===== src/rtl/if_fetch_pkg.sv =====
// Shared definitions for the instruction-fetch stage: state encodings,
// reset/nop/trap constants and a word-alignment helper.
package if_fetch_pkg;

   localparam int unsigned XLEN = 32;

   typedef enum logic [1:0] {
      ST_IDLE = 2'd0,
      ST_REQ  = 2'd1,
      ST_HOLD = 2'd2,
      ST_KILL = 2'd3
   } if_state_t;

   localparam logic [XLEN-1:0] RESET_PC   = 32'h0000_0000;
   localparam logic [XLEN-1:0] NOP_INST   = 32'h0000_0000;
   localparam logic [XLEN-1:0] EXC_VECTOR = 32'h8000_0180;

   // Clear the byte-offset bits of an address.
   function automatic logic [XLEN-1:0] align_word(input logic [XLEN-1:0] a);
      return a & ~XLEN'(3);
   endfunction

endpackage


===== src/rtl/if_inst_buf.sv =====
// One-entry instruction holding register.
//   clk, nrst : clock, asynchronous active-low reset
//   load, din : capture din (load wins over clear)
//   clear     : drop the valid flag
//   data      : held word
//   valid     : held word is meaningful
module if_inst_buf
   import if_fetch_pkg::*;
(
   input  logic            clk,
   input  logic            nrst,
   input  logic            load,
   input  logic            clear,
   input  logic [XLEN-1:0] din,
   output logic [XLEN-1:0] data,
   output logic            valid
);

   always_ff @(posedge clk or negedge nrst) begin
      if (!nrst) begin
         data  <= '0;
         valid <= 1'b0;
      end else if (load) begin
         data  <= din;
         valid <= 1'b1;
      end else if (clear) begin
         valid <= 1'b0;
      end
   end

endmodule


===== src/rtl/if_fetch.sv =====
// Instruction-fetch stage: owns the PC, fetches over a req/ack handshake,
// holds the instruction under stall and takes redirects.
// Optional macro IF_MISALIGN_EN: misaligned redirect targets trap to
// EXC_VECTOR and expose exc_misalign/exc_badaddr; otherwise targets are
// word-aligned and those ports are absent.
//   clk, nrst                 : clock, asynchronous active-low reset
//   stall                     : IF/ID must not advance
//   redirect, redirect_pc     : taken branch/jump/jr and its target
//   imem_req/addr/ack/rdata   : instruction memory handshake
//   pc_IF, IF_pc4, IF_inst    : presented instruction and its PCs
//   IF_valid                  : presented values are a real fetch
//   exc_misalign, exc_badaddr : trap pulse and offending target (macro only)
module if_fetch
   import if_fetch_pkg::*;
(
   input  logic            clk,
   input  logic            nrst,
   input  logic            stall,
   input  logic            redirect,
   input  logic [XLEN-1:0] redirect_pc,
   output logic            imem_req,
   output logic [XLEN-1:0] imem_addr,
   input  logic            imem_ack,
   input  logic [XLEN-1:0] imem_rdata,
   output logic [XLEN-1:0] pc_IF,
   output logic [XLEN-1:0] IF_pc4,
   output logic [XLEN-1:0] IF_inst,
   output logic            IF_valid
`ifdef IF_MISALIGN_EN
   ,
   output logic            exc_misalign,
   output logic [XLEN-1:0] exc_badaddr
`endif
);

   if_state_t       state;
   logic [XLEN-1:0] pc;
   logic [XLEN-1:0] kill_target;
   logic [XLEN-1:0] tgt;
   logic            buf_load;
   logic            buf_clear;
   logic [XLEN-1:0] buf_data;
   logic            buf_valid;

   // Effective redirect target.
`ifdef IF_MISALIGN_EN
   logic tgt_trap;
   always_comb begin
      tgt_trap = (redirect_pc[1:0] != 2'b00);
      tgt      = tgt_trap ? EXC_VECTOR : redirect_pc;
   end
`else
   assign tgt = align_word(redirect_pc);
`endif

   assign buf_load  = (state == ST_REQ) && imem_ack && !redirect && stall;
   assign buf_clear = (state == ST_HOLD) && (redirect || !stall);

   if_inst_buf u_buf (
      .clk   (clk),
      .nrst  (nrst),
      .load  (buf_load),
      .clear (buf_clear),
      .din   (imem_rdata),
      .data  (buf_data),
      .valid (buf_valid)
   );

   // Fetch FSM and PC; redirect outranks stall everywhere.
   always_ff @(posedge clk or negedge nrst) begin
      if (!nrst) begin
         state       <= ST_IDLE;
         pc          <= RESET_PC;
         kill_target <= RESET_PC;
      end else begin
         case (state)
            ST_IDLE: state <= ST_REQ;
            ST_REQ: begin
               if (imem_ack) begin
                  if (redirect)    pc    <= tgt;
                  else if (!stall) pc    <= pc + XLEN'(4);
                  else             state <= ST_HOLD;
               end else if (redirect) begin
                  kill_target <= tgt;
                  state       <= ST_KILL;
               end
            end
            ST_HOLD: begin
               if (redirect) begin
                  pc    <= tgt;
                  state <= ST_REQ;
               end else if (!stall) begin
                  pc    <= pc + XLEN'(4);
                  state <= ST_REQ;
               end
            end
            ST_KILL: begin
               // Address must stay put until the in-flight request is acked.
               if (imem_ack) begin
                  pc    <= redirect ? tgt : kill_target;
                  state <= ST_REQ;
               end else if (redirect) begin
                  kill_target <= tgt;
               end
            end
            default: state <= ST_IDLE;
         endcase
      end
   end

`ifdef IF_MISALIGN_EN
   // One-cycle trap pulse; offending target held until the next trap.
   always_ff @(posedge clk or negedge nrst) begin
      if (!nrst) begin
         exc_misalign <= 1'b0;
         exc_badaddr  <= '0;
      end else begin
         exc_misalign <= redirect && tgt_trap && (state != ST_IDLE);
         if (redirect && tgt_trap && (state != ST_IDLE))
            exc_badaddr <= redirect_pc;
      end
   end
`endif

   // Presentation: live memory data in REQ, buffered word in HOLD.
   always_comb begin
      imem_req = (state == ST_REQ) || (state == ST_KILL);
      IF_valid = 1'b0;
      IF_inst  = NOP_INST;
      case (state)
         ST_REQ: begin
            if (imem_ack && !redirect) begin
               IF_valid = 1'b1;
               IF_inst  = imem_rdata;
            end
         end
         ST_HOLD: begin
            if (buf_valid && !redirect) begin
               IF_valid = 1'b1;
               IF_inst  = buf_data;
            end
         end
         default: ;
      endcase
   end

   assign imem_addr = pc;
   assign pc_IF     = pc;
   assign IF_pc4    = pc + XLEN'(4);

endmodule

===== config.mk =====
export PLATFORM = sky130hd
export DESIGN_NAME = if_fetch
export DESIGN_NICKNAME = d
export VERILOG_FILES = /design/src/rtl/if_fetch_pkg.sv /design/src/rtl/if_inst_buf.sv /design/src/rtl/if_fetch.sv
export SDC_FILE = /design/constraint.sdc
export NUM_CORES = 1
export LEC_CHECK = 0
export ABC_AREA = 1
export BUFFER_PORTS_ARGS = -buffer_cell sky130_fd_sc_hd__buf_4
export CORE_ASPECT_RATIO = 0.7
export CORE_MARGIN = 3
export CORE_UTILIZATION = 35
export CTS_CLUSTER_DIAMETER = 30
export CTS_CLUSTER_SIZE = 40
export DETAILED_ROUTE_END_ITERATION = 16
export HOLD_SLACK_MARGIN = 0.15
export PLACE_DENSITY = 0.6
export SKIP_LAST_GASP = 1
export SLEW_MARGIN = 10
export SYNTH_ARGS = -nofsm -noshare
export SYNTH_HDL_FRONTEND = slang
export SYNTH_SLANG_ARGS = --single-unit

===== constraint.sdc =====
create_clock -name clk -period 4.32 [get_ports clk]
set_input_delay 0.648 -clock clk [delete_from_list [all_inputs] [get_ports clk]]
set_output_delay 0.648 -clock clk [all_outputs]
set_load 0.1 [all_outputs]

==> metrics.cfg <==
[final_layout]
drive_above_1_share = 0.258
antenna_cells = 0
nNetsFinal = 1030
fill_cells = 1709
synthToLayoutAreaGrowth_pct = 28.6

[logic_synthesis]
synth_flop_cell = dfrtp_1
synth_edf_count = 0
ys_seq_area_frac = 0.415
ys_types = 35
synth_seq_cells = 99
async_flop_share = 1.00
ys_warn_count = 0
synthesis.nets = 888
synth_cells = 814
netlist_area_um2 = 5960
synth.avg_cell_area_um2 = 7.33

[placement]
dpl.hpwl_um = 13400
io_buffers = 196
place_congestion = 0.884

[global_routing]
antenna_found_initial = 0
first_global_vias = 5206
grt_pass1_wl_um = 28900
grt_max_degree = 71
grt_overflow = 0
grt_usage = 0.197

[sta]
hold_violations = 0
worst_slew_pin_slew_ps = 1160
relSlewSlack = 0.228
fin_skew_ps = 10.4
fin_crit_sh = 0.688
tns_ps = 0
final.min_clock_period_ps = 2970
fmax_mhz = 336
rsz0062_at_grt = false
setup_viol = 0
maxSlewViolCount = 0

[floorplan]
num_rows = 39
initial_core_util = 0.362
core-area_um2 = 16500
die_w_um = 162
die_y_um = 115
die_area_um2 = 18700
ios = 199

[clocking]
cts_setup_buffers = 0
htreeDepth = 3
cts_sinks = 99
cts_root_buf = clkbuf_16
cts_tree = done
cts_hold_buf = 0
cts-resized-gates = 0
clk_pin_slew_ps = 70
clock_tree.buffer_depth = 2
clock_latency_ps = 350
numCtsBuffers = 9

[critical_path]
critPathArrivalTime_ps = 3210
critical_path_class = reg2reg
critPathMaxFanout = 30
critPathRequiredTime_ps = 4550
end_kind = register
startpoint_type = register
rr_worst_depth = 9

[routing]
postRouteAntennaNets = 0
wl_per_cell_um = 15.6
drt_iter0_markers = 425
viasPerCell = 4.75
drc = 0
vias = 5630
wl_um = 18500
dr.pass1.iters = 5

[worst_hold_path]
hp-class = in2async

[job]
drv_cap = 0

[status]
status = complete, no violations

## cell usage after synthesis (2+ instances only)
| master | number | area, um^2 |
|---|---|---|
| nand2_2 | 5 | 31.3 |
| xor2_1 | 9 | 78.8 |
| nand2_1 | 257 | 965 |
| dfrtp_1 | 99 | 2480 |
| clkbuf_1 | 19 | 71.3 |
| nand4_1 | 2 | 12.5 |
| a22oi_1 | 2 | 15.0 |
| inv_1 | 78 | 293 |
| nor2_4 | 10 | 113 |
| and2_1 | 6 | 37.5 |
| nand2_4 | 2 | 22.5 |
| o21ai_1 | 2 | 10.0 |
| inv_2 | 4 | 15.0 |
| ha_1 | 5 | 62.6 |
| o21ai_0 | 83 | 415 |
| nand3_1 | 17 | 85.1 |
| o22ai_1 | 26 | 163 |
| nor2_2 | 2 | 12.5 |
| nor2_1 | 59 | 221 |
| a21oi_1 | 43 | 215 |
| buf_2 | 17 | 85.1 |
| a21boi_0 | 2 | 15.0 |
| xor2_2 | 5 | 81.3 |
| a21boi_1 | 11 | 82.6 |
| buf_4 | 35 | 263 |
| or2_0 | 5 | 31.3 |
## cells in the final DEF (no fill, tap or decap), types with 11 or more instances in the layout
cell / count
nand2_1: 257
buf_4: 202
dfrtp_1: 99
o21ai_0: 83
inv_1: 78
nor2_1: 59
a21oi_1: 43
o22ai_1: 26
nand3_1: 17
a21boi_1: 11
## worst paths after layout
check                               startpoint              end  slack [ps]
worst max-delay path                  state[1]    imem_addr[13]        1350
worst min-delay path                      nrst   u_buf.data[20]         440
worst max register to register        state[1]    imem_addr[13]        1350
worst min register to register  u_buf.data[26]   u_buf.data[26]         490
max in group asynchronous                 nrst  kill_target[16]        2890
min in group clk                u_buf.data[26]   u_buf.data[26]         490
## critical path: stages (launching register included)
cell and delay, ps:
dfrtp_1 400, inv_1 100, ha_1 230, nand2_1 70
nand2_1 450, inv_2 370, o211ai_4 480, inv_2 340
or2_0 290, a21boi_1 130
## final cells by class
cell class                      instances  area, um^2  area share
Clock buffer                           12         236      0.0308
Sequential cell                        99        2480       0.323
Tap cell                              225         282      0.0367
Clock inverter                          4        73.8     0.00963
Inverter                               83         312      0.0406
Multi-Input combinational cell        561        2770       0.361
Timing Repair Buffer                  202        1520       0.198
## per-stage QoR
stage                     instance area [um^2]  worst slack, ps   util  instances  hold WS [ps]
after floorplan                           5980             76.5      -        814           352
after global placement                    7360             1230  0.446       1170           471
after detailed placement                  7360             1220  0.446       1170           476
after CTS                                 7670             1310  0.465       1186           478
after global routing                      7670             1090  0.465       1186           494
final                                     7670             1350  0.465       1186           443
## registers in the layout, indices dropped and copies added (netlist names)
signal       count
kill_target     32
u_buf.data      32
u_buf.valid      1
state            2
imem_addr       32
## per-layer routing
layer / wire [um] / global-route usage / vias to the layer above
li1: - / - / 2825
met4: 200 / 0.0455 / 0
met3: 1300 / 0.0454 / 13
met1: 9000 / 0.299 / 2621
met2: 7960 / 0.284 / 171
met5: 0 / 0 / -
## kinds of logic after synthesis
group                    share of synthesized area
AO/OA/AOI/OAI                                0.161
AND/OR/NAND/NOR                              0.262
flip-flops                                   0.415
adder cells (fa/ha/maj)                     0.0105
XOR/XNOR                                    0.0283
buffers and inverters                        0.123
Power is left out: the tool's default activity adds up to more than one toggle a clock period on the data nets, which glitch-free logic cannot reach.
